### src/rtl/ad7760_bus_sched.sv
`timescale 1ns/1ps
`default_nettype none
// ============================================================================
// Module   : ad7760_bus_sched
// Purpose  : Shares the AD7760 parallel bus (cs_n / r_n_w / 16-bit data)
//            between a control-register write port and a DRDY-triggered
//            32-bit sample read. Every transaction is timed in clock cycles.
// Revision : 1.0 - initial release
// ----------------------------------------------------------------------------
// Ports
//   sysclk_50          in   clock (the only clock)
//   i_rest             in   synchronous active-high reset
//   cfg_req            in   register-write request
//   cfg_addr/cfg_data  in   register address/value, latched on acceptance
//   cfg_ready          out  write port can accept a request this cycle
//   cfg_done           out  one-cycle pulse when a write returns to IDLE
//   rd_en              in   enables sample reads; 0 also clears overrun
//   drdy_n             in   asynchronous ADC data-ready (active low)
//   cs_n, r_n_w        out  ADC chip select / direction (1 = write)
//   bus_oe, bus_dout   out  drive enable and data for the write path
//   bus_din            in   read data from the ADC
//   smp_data/smp_valid out  captured sample {MSW, LSW} and its valid pulse
//   overrun            out  sticky: a DRDY fall was dropped
// ============================================================================
module ad7760_bus_sched #(
  parameter int CS_LOW_CYC = 8,
  parameter int CS_GAP_CYC = 8,
  parameter int SETTLE_CYC = 6,
  parameter int RD_CYC     = 2
) (
  input  logic        sysclk_50,
  input  logic        i_rest,
  input  logic        cfg_req,
  input  logic [15:0] cfg_addr,
  input  logic [15:0] cfg_data,
  output logic        cfg_ready,
  output logic        cfg_done,
  input  logic        rd_en,
  input  logic        drdy_n,
  output logic        cs_n,
  output logic        r_n_w,
  output logic        bus_oe,
  output logic [15:0] bus_dout,
  input  logic [15:0] bus_din,
  output logic [31:0] smp_data,
  output logic        smp_valid,
  output logic        overrun
);

  localparam logic [2:0] S_IDLE     = 3'd0;
  localparam logic [2:0] S_W_ADDR   = 3'd1;
  localparam logic [2:0] S_W_GAP    = 3'd2;
  localparam logic [2:0] S_W_VAL    = 3'd3;
  localparam logic [2:0] S_W_SETTLE = 3'd4;
  localparam logic [2:0] S_RD_HI    = 3'd5;
  localparam logic [2:0] S_RD_GAP   = 3'd6;
  localparam logic [2:0] S_RD_LO    = 3'd7;

  // Terminal counts: the counter runs 0..N-1 inside a state.
  localparam logic [7:0] C_LOW_LAST    = 8'(CS_LOW_CYC - 1);
  localparam logic [7:0] C_GAP_LAST    = 8'(CS_GAP_CYC - 1);
  localparam logic [7:0] C_SETTLE_LAST = 8'(SETTLE_CYC - 1);
  localparam logic [7:0] C_RD_LAST     = 8'(RD_CYC - 1);

  logic [2:0]  state;
  logic [2:0]  next_state;
  logic [7:0]  cnt;
  logic        cnt_last;
  logic        rd_pend;
  logic        sync1;
  logic        sync2;
  logic        sync3;
  logic        fall;
  logic        accept;
  logic        in_read;
  logic [15:0] addr_q;
  logic [15:0] data_q;
  logic [15:0] addr_nx;
  logic [15:0] msw_q;

  // Output values for the coming cycle, registered below.
  logic        cs_n_d;
  logic        r_n_w_d;
  logic        bus_oe_d;
  logic [15:0] bus_dout_d;
  logic        done_d;
  logic        valid_d;

  assign fall    = sync3 & ~sync2 & rd_en;
  assign in_read = (state == S_RD_HI) || (state == S_RD_GAP) || (state == S_RD_LO);

  // A fall seen this very cycle already claims the bus, so the write port
  // is held off even before rd_pend has been registered.
  assign cfg_ready = (state == S_IDLE) && !rd_pend && !fall && !i_rest;
  assign accept    = cfg_ready && cfg_req;
  assign addr_nx   = accept ? cfg_addr : addr_q;

  always_comb begin
    cnt_last = 1'b0;
    case (state)
      S_W_ADDR, S_W_VAL:  cnt_last = (cnt == C_LOW_LAST);
      S_W_GAP:            cnt_last = (cnt == C_GAP_LAST);
      S_W_SETTLE:         cnt_last = (cnt == C_SETTLE_LAST);
      S_RD_HI, S_RD_LO:   cnt_last = (cnt == C_RD_LAST);
      S_RD_GAP:           cnt_last = 1'b1;
      default:            cnt_last = 1'b0;
    endcase
  end

  // ---------------------------------------------------------------- next state
  always_comb begin
    next_state = state;
    case (state)
      S_IDLE: begin
        if (rd_pend || fall) next_state = S_RD_HI;
        else if (cfg_req)    next_state = S_W_ADDR;
      end
      S_W_ADDR:   if (cnt_last) next_state = S_W_GAP;
      S_W_GAP:    if (cnt_last) next_state = S_W_VAL;
      S_W_VAL:    if (cnt_last) next_state = S_W_SETTLE;
      S_W_SETTLE: if (cnt_last) next_state = S_IDLE;
      S_RD_HI:    if (cnt_last) next_state = S_RD_GAP;
      S_RD_GAP:   if (cnt_last) next_state = S_RD_LO;
      S_RD_LO:    if (cnt_last) next_state = S_IDLE;
      default:    next_state = S_IDLE;
    endcase
  end

  // ------------------------------------------------------------------ outputs
  // Decoded from next_state so the registered pins change on the same edge
  // the state does (cs_n falls on the edge that enters a low phase).
  always_comb begin
    cs_n_d     = 1'b1;
    r_n_w_d    = 1'b1;
    bus_oe_d   = 1'b0;
    bus_dout_d = 16'h0000;
    case (next_state)
      S_W_ADDR: begin
        cs_n_d     = 1'b0;
        bus_oe_d   = 1'b1;
        bus_dout_d = addr_nx;
      end
      S_W_VAL: begin
        cs_n_d     = 1'b0;
        bus_oe_d   = 1'b1;
        bus_dout_d = data_q;
      end
      S_RD_HI, S_RD_LO: begin
        cs_n_d  = 1'b0;
        r_n_w_d = 1'b0;
      end
      default: begin
        cs_n_d = 1'b1;
      end
    endcase
    done_d  = (state == S_W_SETTLE) && (next_state == S_IDLE);
    valid_d = (state == S_RD_LO) && (next_state == S_IDLE);
  end

  // ----------------------------------------------------------- state register
  always_ff @(posedge sysclk_50) begin
    if (i_rest) begin
      state     <= S_IDLE;
      cnt       <= 8'd0;
      cs_n      <= 1'b1;
      r_n_w     <= 1'b1;
      bus_oe    <= 1'b0;
      bus_dout  <= 16'h0000;
      cfg_done  <= 1'b0;
      smp_valid <= 1'b0;
    end else begin
      state     <= next_state;
      // Reload on every state change; IDLE keeps it parked at zero.
      if (next_state != state)  cnt <= 8'd0;
      else if (state != S_IDLE) cnt <= cnt + 8'd1;
      cs_n      <= cs_n_d;
      r_n_w     <= r_n_w_d;
      bus_oe    <= bus_oe_d;
      bus_dout  <= bus_dout_d;
      cfg_done  <= done_d;
      smp_valid <= valid_d;
    end
  end

  // ------------------------------------------------ DRDY sync, pending, data
  always_ff @(posedge sysclk_50) begin
    if (i_rest) begin
      sync1    <= 1'b1;
      sync2    <= 1'b1;
      sync3    <= 1'b1;
      rd_pend  <= 1'b0;
      overrun  <= 1'b0;
      addr_q   <= 16'h0000;
      data_q   <= 16'h0000;
      msw_q    <= 16'h0000;
      smp_data <= 32'h0000_0000;
    end else begin
      sync1 <= drdy_n;
      sync2 <= sync1;
      sync3 <= sync2;

      // A fall that cannot be queued (one already waiting, or a read on the
      // bus) is dropped and recorded in overrun.
      if (next_state == S_RD_HI && state != S_RD_HI) rd_pend <= 1'b0;
      else if (fall && !rd_pend && !in_read)          rd_pend <= 1'b1;

      if (!rd_en)                            overrun <= 1'b0;
      else if (fall && (rd_pend || in_read)) overrun <= 1'b1;

      if (accept) begin
        addr_q <= cfg_addr;
        data_q <= cfg_data;
      end

      if (state == S_RD_HI && cnt_last) msw_q <= bus_din;
      if (state == S_RD_LO && cnt_last) smp_data <= {msw_q, bus_din};
    end
  end

endmodule
`default_nettype wire

### config.mk
export PLATFORM = sky130hd
export DESIGN_NAME = ad7760_bus_sched
export DESIGN_NICKNAME = d
export VERILOG_FILES = /design/src/rtl/ad7760_bus_sched.sv
export SDC_FILE = /design/constraint.sdc
export NUM_CORES = 1
export LEC_CHECK = 0
export ABC_AREA = 1
export CORE_ASPECT_RATIO = 1.5
export CORE_MARGIN = 2
export CORE_UTILIZATION = 30
export DETAILED_ROUTE_END_ITERATION = 16
export GPL_ROUTABILITY_DRIVEN = 0
export PLACE_DENSITY_LB_ADDON = 0.3
export SLEW_MARGIN = 25
export SYNTH_ARGS = -nofsm -noshare
export SYNTH_HDL_FRONTEND = slang
export SYNTH_SLANG_ARGS = --single-unit
### constraint.sdc
create_clock -name sysclk_50 -period 2.3 [get_ports sysclk_50]
set_clock_uncertainty 0.15 [all_clocks]
set_input_delay 0.46 -clock sysclk_50 [delete_from_list [all_inputs] [get_ports sysclk_50]]
set_output_delay 0.46 -clock sysclk_50 [all_outputs]
set_load 0.05 [all_outputs]
==> metrics.md, run 1 <==
| Metric | Value |
|---|---|
| Max-cap viol count | 0 |
| Clock root cell | clkbuf_16 |
| Slew margin rel. | approximately 64% |
| First-pass GRT wire length | about 17000 um |
| Placed cell area | 0.00578 sq mm |
| Fin worst setup slack | 0.0758 ns |
| Cells on worst reg2reg path | 13 |
| Diodes inserted | 0 |
| R2r setup slk | about 0.21 ns |
| Post-route ant nets | 0 |
| Final period util | ~97% |
| Vias in the first global route | 3752 |
| FMAX | 450 MHz |
| Largest cells by area after synthesis | dfxtp_1 (52%), nand2_1 (8.8%), o21ai_0 (6.8%) |
| Port Buffers | roughly 110 |
| Total CTS buffers | 17 |
| Worst slack, placed | -0.140 ns |
| CTS tree | done |
| Critical path class | register to primary output |
| Total GRT Usage | 13.3% |
| Fraction of layout cells with a size suffix above 1 | 11.2% |
| Status | finished, final reports clean |
| Mapped Area | around 0.0045 sq mm |
| Routed WL | roughly 10000 um |
| Initial antenna violation count | 0 |
| Number of distinct library cells after synthesis | 32 |
| CTS Hold Bufs | 0 |
| Peak VDD IR | about 0.46 mV |
| Die X | about 100 um |
| PwrDens | around 900 mW/mm^2 |
| Vias | 3894 |
| Smallest hold slack | about 0.27 ns |
| Pleak | around 2.7 nW |
| Hold Crit Start | sync1 |
| Drt wl/cell | roughly 12 um |
| Yosys warnings | 0 |
| Worst Setup SP | state[1] |
| Die height | ~150 um |
| Sequential cell area | about 0.0024 sq mm |
| WP data required | about 1.7 ns |
| Gr ovfl total | 0 |
| Dominant synthesized flop cell | dfxtp_1 |
| Core Rows | 54 |
| CP Capture Type | primary output |
| Ports | 108 |
| Min Tclk post-route | between 2 and 2.5 ns |
| Top-area cell type share of the netlist area | 52.1% |
| Setup-failing EPs final | 0 |
| Yosys top cell by area | dfxtp_1 |
| # nets final | between 700 and 800 |
| Crit path to | cfg_ready |
| Max Transition Viols Final | 0 |
| Worst-Skew Late Latency | 0.40 ns |
| Ys async rst share | 0% |
| R2R Path End | bus_dout[8] |
| First-pass detailed-route iteration total | 4 |
| CTS clk-pin slew, worst paths | 0.05 ns |
| CP Max Fanout | 5 |
| Core ar. | between 0.01 and 0.015 sq mm |
| DP HPWL | around 7400 um |
| DRC Markers | 0 |
| Clock Tree Buf Depth | 2 |
| Cells after Synth | between 500 and 600 |
| Footprint of the multi-input gates | between 0.0015 and 0.002 sq mm |
| Syn Nets | around 630 |
| Most numerous cell in the Yosys netlist | dfxtp_1 |
| Fill cell total of the finished layout | 1491 |
| Worst EP arrival | 1.61 ns |
| Largest net degree at the start of global routing | 65 |
| Post-synth EDFFs | 0 |
| Top cells by count, synth | dfxtp_1 (117), nand2_1 (105), inv_1 (78), o21ai_0 (61), nand3_1 (60) |
| Clk sinks | roughly 120 |
| Reg2reg start | state[1] |
| Die area | around 0.016 sq mm |
| Min-Delay Path Class | register to register |
| Total power | 5.88 mW |
| RSZ-0062 raised after global routing | no |
| Seq/Total Area, Yosys | between 50 and 60% |
| Initial Utilization | 30.8% |
| Area growth, synth to finish | 43.6% |
| Detailed Route Iter0 Violations | approximately 120 |
| Post-route cell area | 0.00645 sq mm |
| Least-Margin Pin Slew | 0.536 ns |
| Via density | 4.37 |
| Mapped Avg Cell Area | 7.87 sq um |
| Post-synthesis register bit count | between 100 and 150 |
| Worst setup SP type | register |
| H-tree depth | 4 |
| Hold Violations, Final | 0 |
## cell families after synthesis
kind of cell | Yosys count | synth area share [%]
fa+ha+maj | 1 | 0.278
xor+xnor | 6 | 1.17
simple gates | 210 | 21.8
buf+inv | 117 | 11.1
flops | 117 | 52.1
compound gates | 120 | 13.6
## how the worst min path moves through the flow
stage | slack (ns) | to | cells after the start
after CTS | 0.27 | sync2 | 1
after global placement | 0.25 | sync2 | 1
final | 0.27 | sync2 | 1
after floorplan | 0.24 | sync2 | 1
after detailed placement | 0.26 | sync2 | 1
after global routing | 0.30 | sync2 | 1
## report_power, final
group / switching [mW] / internal (mW)
Combinational: 0.590 / 0.360
Sequential: 0.0611 / 2.15
Clock: 0.878 / 1.84
## sequential cells by signal, indices dropped and copies added (netlist names)
signal	flops
sync2	1
sync1	1
cnt	8
smp_data	32
state	3
addr_q	16
bus_dout	16
sync3	1
cfg_done	1
smp_valid	1
bus_oe	1
r_n_w	1
cs_n	1
data_q	16
overrun	1
rd_pend	1
msw_q	16
## placed cells by master, fill, tap and decap left out, types with 2 or more instances in the layout
master,instances
dfxtp_1,114
clkdlybuf4s50_1,106
nand2_1,105
inv_1,78
o21ai_0,61
nand3_1,59
a21oi_1,52
nor2_1,24
clkbuf_16,17
buf_4,14
inv_2,5
clkinv_2,5
xor2_1,5
clkbuf_8,5
nand4_1,4
o21ai_1,4
nor2_4,3
nand2_2,3
bufinv_16,3
buf_12,3
dfxtp_4,3
nand3_2,2
inv_4,2
nor2_8,2
nand2_4,2
or2_2,2
## per-stage QoR
stage / util, % / setup TNS [ns] / std cells
floorplan: - / 0 / 571
global placement: 39.6 / -1.01 / 858
detailed placement: 39.6 / -2.45 / 858
CTS: 44.0 / 0 / 890
global route: 44.2 / 0 / 892
finish: 44.2 / 0 / 892
## critical path: stages, from the launching register on
cell,delay (ns)
dfxtp_4,0.37
inv_4,0.08
nand2_8,0.07
nor2_8,0.10
inv_4,0.05
nor3_2,0.16
inv_2,0.08
nor2_4,0.14
buf_12,0.16
## metal layers
metal  vias up  wire length, um  track usage (%)
li1       2041                -                -
met1      1739             4510             14.9
met2        97             5330             23.7
met3        17              488             4.11
met4         0              145             4.70
met5         -                0                0
## what timing repair did
item	in CTS	in global routing
buffers inserted	1	3
gates cloned	0	0
pin swaps	2	3
setup endpoints to repair	1	1
gates resized for setup	4	7
## final cells by class
cell class,count,area share [%]
clock inverter,8,1.88
timing repair buffer,123,19.0
clock buffer,23,7.71
multi-input combinational,337,25.8
tap,196,3.80
inverter,88,5.31
sequential,117,36.5
No activity file was read; power rests on OpenSTA's default activity.
==> run 2, diff against run 1 <==
RECOVER_POWER = 100   (was unset)
==> run 2 against run 1 <==
Against the previous run: worst hold slack hardly changed; count of clock-buffer cells in the layout stayed put; first-iteration DRC count is 0.83% higher; die area stayed put; sequential power hardly changed; maximum frequency is 0.26% lower; combinational power is 4.1% lower; via count is 0.18% lower; highest routed layer unchanged.
==> metrics.md, run 2 (synthesis gave the netlist of run 1 again) <==
| Metric | Value |
|---|---|
| Worst-Skew Late Latency | 0.40 ns (about the same) |
| DRC Markers | 0 (unchanged) |
| Die area | 0.0160 sq mm (unchanged) |
| Most common cell after layout, fill and taps aside | dfxtp_1 |
| Core ar. | 0.0146 sq mm (unchanged) |
| PwrDens | 912 mW/mm^2 (+0.19%) |
| Pleak | 2.80 nW (+4.6%) |
| Max reg flops | 32 (unchanged) |
| Hold Violations, Final | 0 (unchanged) |
| Total CTS buffers | 17 (unchanged) |
| Largest stage delay on the critical path | 0.88 ns (+0.51 ns) |
| CP Capture Type | primary output |
| Initial antenna violation count | 0 (unchanged) |
| CP cell instances | dlygate4sd3_1 |
| Slowest-stage cell, CP | dlygate4sd3_1 |
| Total power | 5.84 mW (-0.66%) |
| CTS Hold Bufs | 0 (unchanged) |
| Post-route cell area | 0.00640 sq mm (-0.85%) |
| Min Tclk post-route | 2.23 ns (+0.00588 ns) |
| Max-cap viol count | 0 (unchanged) |
| Detailed Route Iter0 Violations | 122 (+0.83%) |
| First-pass GRT wire length | 17400 um (unchanged) |
| Most frequent cells in the layout | dfxtp_1 (114), nand2_1 (107), inv_1 (79) |
| Least-Margin Pin Slew | 0.779 ns (+0.242 ns) |
| Clock root cell | clkbuf_16 |
| Worst EP arrival | 1.62 ns (about the same) |
| Routed WL | 10500 um (about the same) |
| Die height | 154 um (unchanged) |
| Ports | 108 (unchanged) |
| Post-route ant nets | 0 (unchanged) |
| Total GRT Usage | 13.3% (unchanged) |
| CTS tree | done |
| Final core occ | 43.9% (-0.38 points) |
| Smallest hold slack | 0.270 ns (-0.0000300 ns) |
| Gr ovfl total | 0 (unchanged) |
| Area growth, synth to finish | 42.4% |
| Clk sinks | 117 (unchanged) |
| Diodes inserted | 0 (unchanged) |
| Setup-failing EPs final | 0 (unchanged) |
| CP Max Fanout | 2 (-3) |
| Max Transition Viols Final | 0 (unchanged) |
| Reg with most FFs | smp_data |
| Die X | 104 um (unchanged) |
| Fraction of layout cells with a size suffix above 1 | 10.1% (-1.1 points) |
| Core Rows | 54 (unchanged) |
| Clock Tree Buf Depth | 2 (unchanged) |
| Slew margin rel. | 48.1% (-16 points) |
| Via density | 4.36 (-0.18%) |
| Drt wl/cell | 11.7 um (about the same) |
| FMAX | 448 MHz (-0.26%) |
| Port Buffers | 107 (unchanged) |
| Peak VDD IR | 0.464 mV (about the same) |
| # nets final | 738 (unchanged) |
| WP data required | 1.69 ns (about the same) |
| Initial Utilization | 30.8% (unchanged) |
| CTS clk-pin slew, worst paths | 0.05 ns (about the same) |
| Min-Delay Path Class | register to register |
| Critical path buffer and inverter count | 1 (-3) |
| Critical path class | register to primary output |
| Largest delay share family, worst path | buffers and inverters |
| H-tree depth | 4 (unchanged) |
| DP HPWL | 7410 um (unchanged) |
| First-pass detailed-route iteration total | 4 (unchanged) |
| Vias in the first global route | 3752 (unchanged) |
| Final period util | 97.0% (+0.26 points) |
| Largest net degree at the start of global routing | 65 (unchanged) |
| Status | finished, final reports clean |
| Worst setup SP type | register |
| Vias | 3887 (-0.18%) |
| Placed cell area | 0.00578 sq mm (unchanged) |
run 2: repair_timing:
| item | 4_1_cts | 5_1_grt |
|---|---|---|
| pin swaps | 2 | 3 |
| setup endpoints to repair | 1 | 1 |
| setup buffers | 1 | 3 |
| endpoints found under the hold margin | 0 | 0 |
| gates resized for setup | 4 | 7 |
run 2: final timing paths:
check / endpoint / cells after the start / slack (ns) / start
max: smp_data[28] / 1 / 0.07 / smp_data[28]
max reg2reg: bus_dout[8] / 13 / 0.21 / state[1]
min: sync2 / 1 / 0.27 / sync1
min reg2reg: sync2 / 1 / 0.27 / sync1
run 2: power breakdown:
part           internal, mW  switching, mW
clock network          1.84          0.880
registers              2.15         0.0595
logic                 0.328          0.583
total                  4.32           1.52
run 2: layout make-up:
type / instances / area, sq um
multi-input cells: 337 / 1660
repair buffers: 123 / 1180
fillers: 1497 / 8190
inverters: 88 / 343
clock inverters: 8 / 121
clock buffers: 23 / 498
flip-flops and latches: 117 / 2350
well taps: 196 / 245
run 2: metrics by stage:
step	setup slack (ns)	std cells	TNS (ns)
floorplan	0.308	571	0
global placement	-0.0676	858	-1.01
detailed placement	-0.140	858	-2.45
CTS	0.00818	890	0
global route	-0.000856	892	-0.000856
finish	0.0699	892	0
run 2: layer usage:
| metal | routed length, um | vias to the layer above | part of all wire [%] | GRT usage (%) |
|---|---|---|---|---|
| met5 | 0 | - | 0 | 0 |
| met4 | 146 | 0 | 1.4 | 4.70 |
| met3 | 518 | 17 | 4.9 | 4.11 |
| met2 | 5370 | 102 | 51 | 23.7 |
| met1 | 4430 | 1726 | 42 | 14.9 |
| li1 | - | 2042 | - | - |
